**src/rtl/fetch_unit_if.sv**
```systemverilog
// rtl/fetch_unit_if.sv - fetch stage bus: imem port, decode handshake, redirect/halt control
interface fetch_unit_if;
  logic [31:0] imem_addr;
  logic [31:0] imem_inst;
  logic        out_valid;
  logic        out_ready;
  logic [31:0] out_inst;
  logic [31:0] out_pc;
  logic        redirect_valid;
  logic [31:0] redirect_target;
  logic        resume;
  logic        halted;
  logic        misalign_err;
  logic [31:0] fetch_count;

  // fetch unit side
  modport master (
    output imem_addr,
    input  imem_inst,
    output out_valid,
    input  out_ready,
    output out_inst,
    output out_pc,
    input  redirect_valid,
    input  redirect_target,
    input  resume,
    output halted,
    output misalign_err,
    output fetch_count
  );

  // memory / decode / control side
  modport slave (
    input  imem_addr,
    output imem_inst,
    input  out_valid,
    output out_ready,
    input  out_inst,
    input  out_pc,
    output redirect_valid,
    output redirect_target,
    output resume,
    input  halted,
    input  misalign_err,
    input  fetch_count
  );
endinterface

```
**src/rtl/fetch_unit.sv**
```systemverilog
// rtl/fetch_unit.sv - instruction fetch stage with one-entry output register
module fetch_unit #(
  parameter logic [31:0] RESET_PC    = 32'h0000_0000,
  parameter logic [31:0] NOP_INST    = 32'h0000_0013,
  parameter logic [31:0] EBREAK_INST = 32'h0010_0073
) (
  input logic          clk,
  input logic          rst,
  fetch_unit_if.master bus
);

  typedef enum logic [1:0] {IDLE, FETCH, HALT, ERROR} state_t;

  state_t      state, state_n;
  logic [31:0] pc;
  logic        valid_q;
  logic [31:0] inst_q;
  logic [31:0] opc_q;
  logic        halted_q;
  logic        err_q;
  logic [31:0] count_q;

  logic        xfer;
  logic        capture;
  logic        redirect;
  logic        misalign;

  assign xfer = valid_q && bus.out_ready;

  // imem address comes straight from the pc register, never from inputs
  assign bus.imem_addr    = pc;
  assign bus.out_valid    = valid_q;
  assign bus.out_inst     = inst_q;
  assign bus.out_pc       = opc_q;
  assign bus.halted       = halted_q;
  assign bus.misalign_err = err_q;
  assign bus.fetch_count  = count_q;

  // state register
  always_ff @(posedge clk or posedge rst) begin
    if (rst) state <= IDLE;
    else     state <= state_n;
  end

  // next state plus capture/redirect decisions; any redirect request blocks capture
  always_comb begin
    state_n  = state;
    capture  = 1'b0;
    redirect = 1'b0;
    misalign = 1'b0;
    if (state != ERROR && bus.redirect_valid) begin
      if (bus.redirect_target[1:0] != 2'b00) misalign = 1'b1;
      else                                   redirect = 1'b1;
    end
    case (state)
      IDLE:  state_n = FETCH;
      FETCH: begin
        if (!bus.redirect_valid && (!valid_q || xfer)) begin
          capture = 1'b1;
          if (bus.imem_inst == EBREAK_INST) state_n = HALT;
        end
      end
      HALT:  if (bus.resume) state_n = FETCH;
      ERROR: state_n = ERROR;
      default: state_n = IDLE;
    endcase
    if (misalign) state_n = ERROR;
  end

  // pc, output register, status flags and transfer counter
  always_ff @(posedge clk or posedge rst) begin
    if (rst) begin
      pc       <= RESET_PC;
      valid_q  <= 1'b0;
      inst_q   <= NOP_INST;
      opc_q    <= 32'h0000_0000;
      halted_q <= 1'b0;
      err_q    <= 1'b0;
      count_q  <= 32'h0000_0000;
    end else begin
      if (xfer) count_q <= count_q + 32'd1;
      halted_q <= (state_n == HALT);
      if (misalign) begin
        valid_q <= 1'b0;
        inst_q  <= NOP_INST;
        err_q   <= 1'b1;
      end else if (redirect) begin
        pc      <= bus.redirect_target;
        valid_q <= 1'b0;
        inst_q  <= NOP_INST;
      end else if (capture) begin
        inst_q  <= bus.imem_inst;
        opc_q   <= pc;
        valid_q <= 1'b1;
        pc      <= pc + 32'd4;
      end else if (xfer) begin
        // entry drained with nothing to replace it (HALT)
        valid_q <= 1'b0;
        inst_q  <= NOP_INST;
      end
    end
  end

endmodule

```
**src/flat_wrapper.sv**
```systemverilog
// flat-port wrapper written by rule: the top's interface ports become plain ports
module fetch_unit_flat 
#(
  parameter logic [31:0] RESET_PC    = 32'h0000_0000,
  parameter logic [31:0] NOP_INST    = 32'h0000_0013,
  parameter logic [31:0] EBREAK_INST = 32'h0010_0073
)
  (clk, rst, bus_imem_addr, bus_imem_inst, bus_out_valid, bus_out_ready, bus_out_inst, bus_out_pc, bus_redirect_valid, bus_redirect_target, bus_resume, bus_halted, bus_misalign_err, bus_fetch_count);
  fetch_unit_if bus_i ();
  input logic clk;
  input logic rst;
  output wire logic [$bits(bus_i.imem_addr)-1:0] bus_imem_addr;
  input wire logic [$bits(bus_i.imem_inst)-1:0] bus_imem_inst;
  output wire logic [$bits(bus_i.out_valid)-1:0] bus_out_valid;
  input wire logic [$bits(bus_i.out_ready)-1:0] bus_out_ready;
  output wire logic [$bits(bus_i.out_inst)-1:0] bus_out_inst;
  output wire logic [$bits(bus_i.out_pc)-1:0] bus_out_pc;
  input wire logic [$bits(bus_i.redirect_valid)-1:0] bus_redirect_valid;
  input wire logic [$bits(bus_i.redirect_target)-1:0] bus_redirect_target;
  input wire logic [$bits(bus_i.resume)-1:0] bus_resume;
  output wire logic [$bits(bus_i.halted)-1:0] bus_halted;
  output wire logic [$bits(bus_i.misalign_err)-1:0] bus_misalign_err;
  output wire logic [$bits(bus_i.fetch_count)-1:0] bus_fetch_count;
  assign bus_imem_addr = bus_i.imem_addr;
  assign bus_i.imem_inst = bus_imem_inst;
  assign bus_out_valid = bus_i.out_valid;
  assign bus_i.out_ready = bus_out_ready;
  assign bus_out_inst = bus_i.out_inst;
  assign bus_out_pc = bus_i.out_pc;
  assign bus_i.redirect_valid = bus_redirect_valid;
  assign bus_i.redirect_target = bus_redirect_target;
  assign bus_i.resume = bus_resume;
  assign bus_halted = bus_i.halted;
  assign bus_misalign_err = bus_i.misalign_err;
  assign bus_fetch_count = bus_i.fetch_count;
  fetch_unit #(.RESET_PC(RESET_PC), .NOP_INST(NOP_INST), .EBREAK_INST(EBREAK_INST)) u_core (.clk(clk), .rst(rst), .bus(bus_i));
endmodule
```
**config.mk**
```make
export PLATFORM = sky130hd
export DESIGN_NAME = fetch_unit_flat
export DESIGN_NICKNAME = d
export VERILOG_FILES = /design/src/rtl/fetch_unit_if.sv /design/src/rtl/fetch_unit.sv /design/src/flat_wrapper.sv
export SDC_FILE = /design/constraint.sdc
export NUM_CORES = 1
export LEC_CHECK = 0
export BUFFER_PORTS_ARGS = -buffer_cell sky130_fd_sc_hd__buf_2
export CAP_MARGIN = 40
export CORE_MARGIN = 2
export CORE_UTILIZATION = 40
export DETAILED_ROUTE_END_ITERATION = 8
export GPL_TIMING_DRIVEN = 1
export PLACE_DENSITY = 0.63
export SLEW_MARGIN = 40
export SYNTH_ARGS = -nofsm -noshare
export SYNTH_HDL_FRONTEND = slang
export SYNTH_SLANG_ARGS = --single-unit
```
**constraint.sdc**
```tcl
create_clock -name clk -period 6 [get_ports clk]
set_input_delay 0.9 -clock clk [delete_from_list [all_inputs] [get_ports clk]]
set_output_delay 0.9 -clock clk [all_outputs]
set_load 0.01 [all_outputs]
```
### Word-level counts from Yosys, hierarchy flattened

Cells that the tools add are included.

| storage, ports and cells | value |
|---|---|
| register bits | 133 |
| input port bits | 69 |

| operators by class | value |
|---|---|
| $add $sub $neg | 2 |
| equal/unequal tests | 6 |
| muxes and demuxes | 21 |
| bitwise operators | 2 |
| reduce and logical (&&, ||, !) cells | 12 |

Operators with widths:

| cell | count |
|---|---|
| $mux 32 | 6 |
| $add 32x1->32 const B | 1 |
| $add 32x3->32 const B | 1 |
| $eq 32x21->1 const B | 1 |
| $mux 1 | 10 |
| $mux 2 | 4 |
| $pmux 2 s4 | 1 |
| $eq 2x2->1 const B | 3 |
| $reduce_bool 2->1 | 2 |
| $reduce_bool 4->1 | 1 |
| $logic_and 1x1->1 | 3 |
| $reduce_and 3->1 | 1 |
| $eq 2x1->1 const B | 1 |
| $logic_not 1->1 | 2 |
| $logic_not 2->1 | 1 |
| $ne 2x2->1 const B | 1 |
| $not 1->1 | 2 |
| $reduce_and 2->1 | 1 |
| $logic_or 1x1->1 | 1 |

### Depth between registers and ports, before layout

Gate-level depths: netlist (run 1).

| depth | value |
|---|---|
| depth after elaboration | 8 |
| mapped depth | 6 |

### Least setup slack after synthesis (run 1)

No wires, ideal clock.

| timing | value |
|---|---|
| path kind | input port to flip-flop |
| start point | input bus_redirect_valid |
| end point | register u_core.pc[25] (netlist: u_core.bus.imem_addr[25]) |
| data arrival time | 2373 ps |
| data required time | 5852 ps |
| setup slack | 3479 ps |
| cell stages on the path | 5 |
| buffers on the path | 0 |
| path through | or3b_2 > nor4_2 > nand4_1 > o211ai_1 > o311ai_0 |

| on the way | value |
|---|---|
| word-level cells in the longest chain between the ends | 6 |
| elaborated cells on any way between the ends | 11 |
| classes of those cells | mux: 5; bitwise: 1; reduce/logical: 5 |

Ends and longest elaborated chain:

| item | line | RTL |
|---|---|---|
| start: declaration | flat_wrapper.sv:18 | `input wire logic [$bits(bus_i.redirect_valid)-1:0] bus_redirect_valid;` |
| $logic_not 1->1 | fetch_unit.sv:58 | `if (!bus.redirect_valid && (!valid_q \|\| xfer)) begin` |
| $logic_and 1x1->1 | fetch_unit.sv:58 |  |
| $mux 1 | fetch_unit.sv:58 |  |
| $mux 1 | fetch_unit.sv:55 | `case (state)` |
| $reduce_bool 2->1 (no line) | n/a |  |
| $reduce_and 2->1 (no line) | n/a |  |
| end signal: assignment | fetch_unit.sv:88 | `pc <= bus.redirect_target;` |
| end signal: assignment | fetch_unit.sv:95 | `pc <= pc + 32'd4;` |
| end: declaration | fetch_unit.sv:15 | `logic [31:0] pc;` |

Parallel ways exist; a longest one is shown, timed or not.
A chain may end at the register's enable or synchronous reset.

### Worst setup path in the final report (run 1)

| timing | value |
|---|---|
| start point | input bus_redirect_valid |
| end point | register u_core.pc[31] (netlist: u_core.bus.imem_addr[31]) |

The elaborated chain is that of the path after synthesis.

==> results of run 1 <==
worst max-delay path: stages:
cell	delay, ns
buf_2	0.14
or3b_2	0.51
nor2_4	0.56
buf_4	0.45
nor2_1	0.14
a221o_1	0.32
layout by cell type (no fill, tap or decap), types with 13 or more instances in the layout:
cell,count
a22o_1,28
nand4_1,16
o21ai_0,26
dfrtp_1,130
nand2_1,144
xnor2_1,40
nor2_1,18
nand3_1,24
buf_2,199
nor3_1,13
clkbuf_16,17
how the worst max path moves through the flow:
stage                                  start                        end
after CTS                 bus_redirect_valid   u_core.bus.imem_addr[31]
after detailed placement  bus_redirect_valid   u_core.bus.imem_addr[31]
final                     bus_redirect_valid   u_core.bus.imem_addr[31]
after global routing      bus_redirect_valid    u_core.bus.imem_addr[4]
after global placement    bus_redirect_valid    u_core.bus.imem_addr[4]
after floorplan                          rst  u_core.bus.fetch_count[0]
area by class of cell:
class / instances / area (µm²) / share of cell area, %
clock inverter: 9 / 100 / 1.32
inverter: 11 / 46.3 / 0.611
tap: 180 / 225 / 2.97
clock buffer: 22 / 494 / 6.52
sequential: 133 / 3330 / 43.9
multi-input combinational: 400 / 2350 / 31.0
timing repair buffer: 204 / 1040 / 13.7
per-layer routing:
metal | part of all wire (%) | GRT usage [%]
met3 | 6.9 | 4.62
met1 | 45 | 27.5
met5 | 0 | 0
met4 | 1.8 | 7.87
met2 | 46 | 31.9
registers in the layout (all words and copies together), names as in the netlist:
name and count:
u_core.bus.out_inst 32, u_core.bus.misalign_err 1, u_core.bus.out_valid 1, u_core.bus.out_pc 32, u_core.state 2, u_core.bus.fetch_count 32
u_core.bus.imem_addr 32, u_core.bus.halted 1
power by group through the flow:
stage	logic, mW	registers [mW]	clock network (mW)
6_report	0.850	1.45	1.04
5_1_grt	0.949	1.49	1.10
4_1_cts	0.865	1.45	1.06
3_5_place_dp	0.865	1.45	0
3_3_place_gp	0.847	1.45	0
2_1_floorplan	0.332	1.54	0
cells by family (layout without fill, tap and decap cells):
group | after synthesis | count (layout) | share of synthesized area, %
AOI/OAI and AO/OA | 77 | 77 | 9.33
muxes | 4 | 4 | 0.715
adders and majority gates | 2 | 2 | 0.433
xor gates and xnor gates | 50 | 50 | 7.58
buffers and inverters | 32 | 246 | 2.10
DFF | 133 | 133 | 57.7
and+or+nand+nor | 267 | 267 | 22.2
through the flow:
stage                     cells  setup WS, ns
after floorplan             565          1.55
after global placement      928          2.88
after detailed placement    928          2.84
after CTS                   959          3.27
after global routing        959          3.08
final                       959          3.27
==> summary.md, run 1 <==
| Metric | Value |
|---|---|
| Switching share of power | 33.5% |
| Placed inst area | roughly 0.0070 mm² |
| Area leader, netlist | dfrtp_1 |
| Crit path time final | 2.73 ns |
| Fin. Hold Viols | 0 |
| Crit path kind | in -> reg |
| Total of max-cap violations | 0 |
| Reg-to-reg slack, setup | 3.42 ns |
| Starting density of the core | 41.3% |
| Setup crit end kind | register |
| Max-slew headroom | 53.3% |
| Worst reg2reg path endpoint | u_core.bus.imem_addr[31] |
| Final wirelength | about 15 mm |
| VDD IR max | 0.195 mV |
| Final Instance Area | about 0.0076 mm² |
| Total grt overflow | 0 |
| Routability Congestion | approximately 0.79 |
| Post-Route Setup TNS | 0 ns |
| Syn_nets | 636 |
| Avg Inst Size Synth | 10.2 µm² |
| Number of synthesized flops with an enable pin | 0 |
| Clk_lat worst skew | 0.42 ns |
| Cell area after synthesis | between 0.005 and 0.006 mm² |
| Origin of the critical flop-to-flop path | u_core.state[1] |
| Primary FF master, synth | dfrtp_1 |
| Top-count cell post-synth | nand2_1 |
| Post-route ant nets | 0 |
| P_leak | 3.91 nW |
| Post-detail-place hpwl | 11.0 mm |
| Die Ht | 124 µm |
| Postcts setup bufs | 0 |
| Logic gate share of total power | 25.5% |
| Worst Tran Pin Value | 0.699 ns |
| Synth cell types | 46 |
| Final Slew Violations | 0 |
| Drt first pass iters | 4 |
| Register area share after synthesis | around 58% |
| Largest net degree at the start of global routing | 74 |
| Final worst-path cycle share | 45.5% |
| IO Count | 200 |
| CP required | about 6.3 ns |
| Area contributors post-synth | dfrtp_1 56%, nand2_1 9.4%, xnor2_1 6.1%, a22o_1 4.2%, o21ai_0 2.3% |
| P per Cell Area | 440 mW/mm² |
| Synth cell count leaders | 144 x nand2_1, 130 x dfrtp_1, 40 x xnor2_1 |
| Yosys top cell area share | 56.3% |
| Initial antenna violation count | 0 |
| PostCTS Resize Cnt | 0 |
| Core footprint | 0.0140 mm² |
| Clock Skew | ~0.0060 ns |
| CTS Buf Count | 17 |
| Site row count | 43 |
| H-tree depth | 4 |
| All-Layer GR Usage | roughly a fifth |
| Num Clock Sinks | about 130 |
| Via/cell ratio | 5.20 |
| Max frequency | 366 MHz |
| Wirelength per Cell | 16.1 µm |
| Hold Crit Class | reg -> reg |
| Seq pwr share | 43.4% |
| IO buf count | ~200 |
| Die area | 0.0154 mm² |
| WHS | 0.461 ns |
| CP Max Fanout | 31 |
| Status | finished clean |
| Die X | 124 µm |
| Nets | around 840 |
| WP data arrival | 3.03 ns |
| Diodes inserted | 0 |
| DRT iter0 DRCs | 248 |
| RSZ-0062 raised after global routing | no |
| CTS root buf | clkbuf_16 |
| Routed vias | approximately 5000 |
| CTS tree | done |
| Crit path launch type | input pin |
| Synth Instances | approximately 570 |
| CTS Buffer Depth | 2 |
| Hold path startpoint | u_core.bus.out_inst[1] |
| Layout cell share with drive strength beyond 1 | roughly a third |
| Power Total | 3.33 mW |
| Int Power | ~2.2 mW |
| Vias in the first global route | 4633 |
| Fillers | 1284 |
| Clk pin slew, worst setup/hold paths | 0.06 ns |
| Final setup violation count | 0 |
| Hold_buf cts | 0 |
| Final Util | a little over half |
| P&R area growth vs syn | 31.2% |
| Synth warn | 0 |
| Clk pwr share | 31.2% |
| Yosys reg bits | 133 |
| # DRC | 0 |
| Ys async rst share | 100% |
| R2R depth | 5 |
| WHS Path Cells | 2 |
| First-pass GRT wire length | 23.9 mm |
| Worst hold endpoint | u_core.bus.out_inst[1] |
| P_sw | 1.12 mW |
No activity file was read; power rests on OpenSTA's default activity.
==> inputs of run 2 (changes only) <==
==> constraint.sdc (replaced) <==
create_clock -name clk -period 2.6 [get_ports clk]
set_input_delay 0.39 -clock clk [delete_from_list [all_inputs] [get_ports clk]]
set_output_delay 0.39 -clock clk [all_outputs]
set_load 0.01 [all_outputs]
==> run 2 against run 1 <==
Effect of this change: cell area grew 1.5%; clock power grew 140%; non-clock buffer count grew 11; combinational power grew 140%; setup slack lost 3.1 ns; via count grew 0.70%; register-to-register slack lost 3.3 ns; global-route usage grew 0.85 points; die area is the same; core utilization grew 0.79 points; critical path type is now reg -> reg.
==> summary.md, run 2 (synthesized netlist as in run 1, its figures left out) <==
| Metric | Value |
|---|---|
| H-tree depth | 4 |
| Routed vias | 5023 |
| WP data arrival | 2.79 ns |
| Max-slew headroom | 57.1% |
| Crit path kind | reg -> reg |
| WHS Path Cells | 2 |
| Diodes inserted | 0 |
| Fin. Hold Viols | 0 |
| Final Util | 55.0% |
| P_leak | 3.96 nW |
| CTS root buf | clkbuf_16 |
| Die X | 124 µm |
| # DRC | 0 |
| Max frequency | 410 MHz |
| Finished Layout Cells | roughly 970 |
| Fillers | 1318 |
| Worst reg2reg path endpoint | u_core.bus.imem_addr[28] |
| P&R area growth vs syn | 33.1% |
| WHS | 0.173 ns |
| Die Ht | 124 µm |
| Post-detail-place hpwl | 11.6 mm |
| Total grt overflow | 0 |
| CP Max Fanout | 8 |
| Vias in the first global route | 4947 |
| Total of max-cap violations | 0 |
| Crit path launch type | register |
| Initial antenna violation count | 1 |
| Power Total | 7.85 mW |
| PostCTS Resize Cnt | 0 |
| All-Layer GR Usage | 21.2% |
| Final wirelength | around 16 mm |
| Final worst-path cycle share | between 90% and 100% |
| Drt first pass iters | 4 |
| Post-Route Setup TNS | 0 ns |
| Origin of the critical flop-to-flop path | u_core.bus.imem_addr[7] |
| IO Count | 200 |
| Final Slew Violations | 0 |
| Site row count | 43 |
| First-pass GRT wire length | 24.9 mm |
| Num Clock Sinks | between 100 and 150 |
| Clk pin slew, worst setup/hold paths | 0.05 ns |
| CTS Buffer Depth | 2 |
| Hold Crit Class | in -> reg |
| IO buf count | 199 |
| P per Cell Area | 1020 mW/mm² |
| Worst Tran Pin Value | 0.634 ns |
| CP required | 2.95 ns |
| Most common cell after layout, fill and taps aside | buf_2 |
| Post-route ant nets | 0 |
| Setup crit end kind | register |
| RSZ-0062 raised after global routing | no |
| Die area | 0.0154 mm² |
| Status | finished clean |
| Routability Congestion | roughly 0.87 |
| Nets | between 800 and 900 |
| Core footprint | 0.0140 mm² |
| R2R depth | 5 |
| Clk_lat worst skew | 0.42 ns |
| VDD IR max | between 0.4 and 0.5 mV |
| Largest net degree at the start of global routing | 69 |
| Commonest cells after routing, fill and taps aside | 199 x buf_2, 144 x nand2_1, 130 x dfrtp_1 |
| # placed instances | 938 |
| Clock Skew | 0.00953 ns |
| CTS Buf Count | 17 |
| Crit. Startpoint | u_core.bus.imem_addr[7] |
| Crit path time final | ~2.4 ns |
| Via/cell ratio | approximately 5.2 |
| DRT iter0 DRCs | 280 |
| Starting density of the core | approximately two fifths |
| Reg-to-reg slack, setup | about 0.16 ns |
| Wirelength per Cell | 16.3 µm |
| CTS tree | done |
| Final setup violation count | 0 |
| CP Capture Point | u_core.bus.imem_addr[28] |
| Layout cell share with drive strength beyond 1 | between 30% and 40% |
## run 2: cell types whose count changed in the layout (fill, tap and decap cells not counted), sizes merged
cell         delta
dlygate4sd3     +1
clkbuf          +1
buf            +10
clkinvlp        +1
inv             -1
bufinv          +2
clkinv          -2
## run 2: layout make-up
cell class | count | area (µm²) | area share [%]
Timing Repair Buffer | 215 | 1130 | 14.7
Sequential cell | 133 | 3330 | 43.3
Clock buffer | 23 | 468 | 6.08
Inverter | 11 | 45.0 | 0.586
Tap cell | 180 | 225 | 2.93
Multi-Input combinational cell | 400 | 2340 | 30.4
Clock inverter | 9 | 150 | 1.95
## run 2: per-layer routing
metal,share of wire (%),wire length (µm),vias up,track usage (%)
met2,46,7330,182,32.8
met5,0.082,13,-,0
met4,1.9,297,2,9.27
li1,-,-,2390,-
met1,45,7060,2426,28.2
met3,7.0,1110,23,5.45
## run 2: worst max-delay path, stage by stage (launching register included)
cell and delay, ns:
dfrtp_1 0.49, nand4_4 0.21, or4_4 0.60, or3_1 0.48, or4_1 0.50, nand3_1 0.09
## run 2: worst min-delay path by stage
stage                            start                    endpoint  slack (ns)
6_report       bus_redirect_target[29]    u_core.bus.imem_addr[29]        0.17
5_1_grt        bus_redirect_target[29]    u_core.bus.imem_addr[29]        0.16
4_1_cts        bus_redirect_target[29]    u_core.bus.imem_addr[29]        0.16
3_5_place_dp                       rst  u_core.bus.fetch_count[31]        0.42
3_3_place_gp                       rst  u_core.bus.fetch_count[31]        0.41
2_1_floorplan   u_core.bus.out_inst[0]      u_core.bus.out_inst[0]        0.47
## run 2: report_power, final
part | switching (mW) | internal (mW)
registers | 0.623 | 2.71
logic | 1.10 | 0.902
clock network | 0.870 | 1.65
## run 2: per-stage QoR
step | instance area (µm²) | worst slack, ns
6_report | 7690 | 0.160
5_1_grt | 7690 | 0.0403
4_1_cts | 7690 | 0.182
3_5_place_dp | 7060 | 0.192
3_3_place_gp | 7060 | 0.270
2_1_floorplan | 5780 | 0.291
## run 2: repair_timing
| action | in CTS | in global routing |
|---|---|---|
| hold buffers | 1 | 0 |
| buffers inserted | 0 | 0 |
| hold endpoints to repair | 15 | 0 |
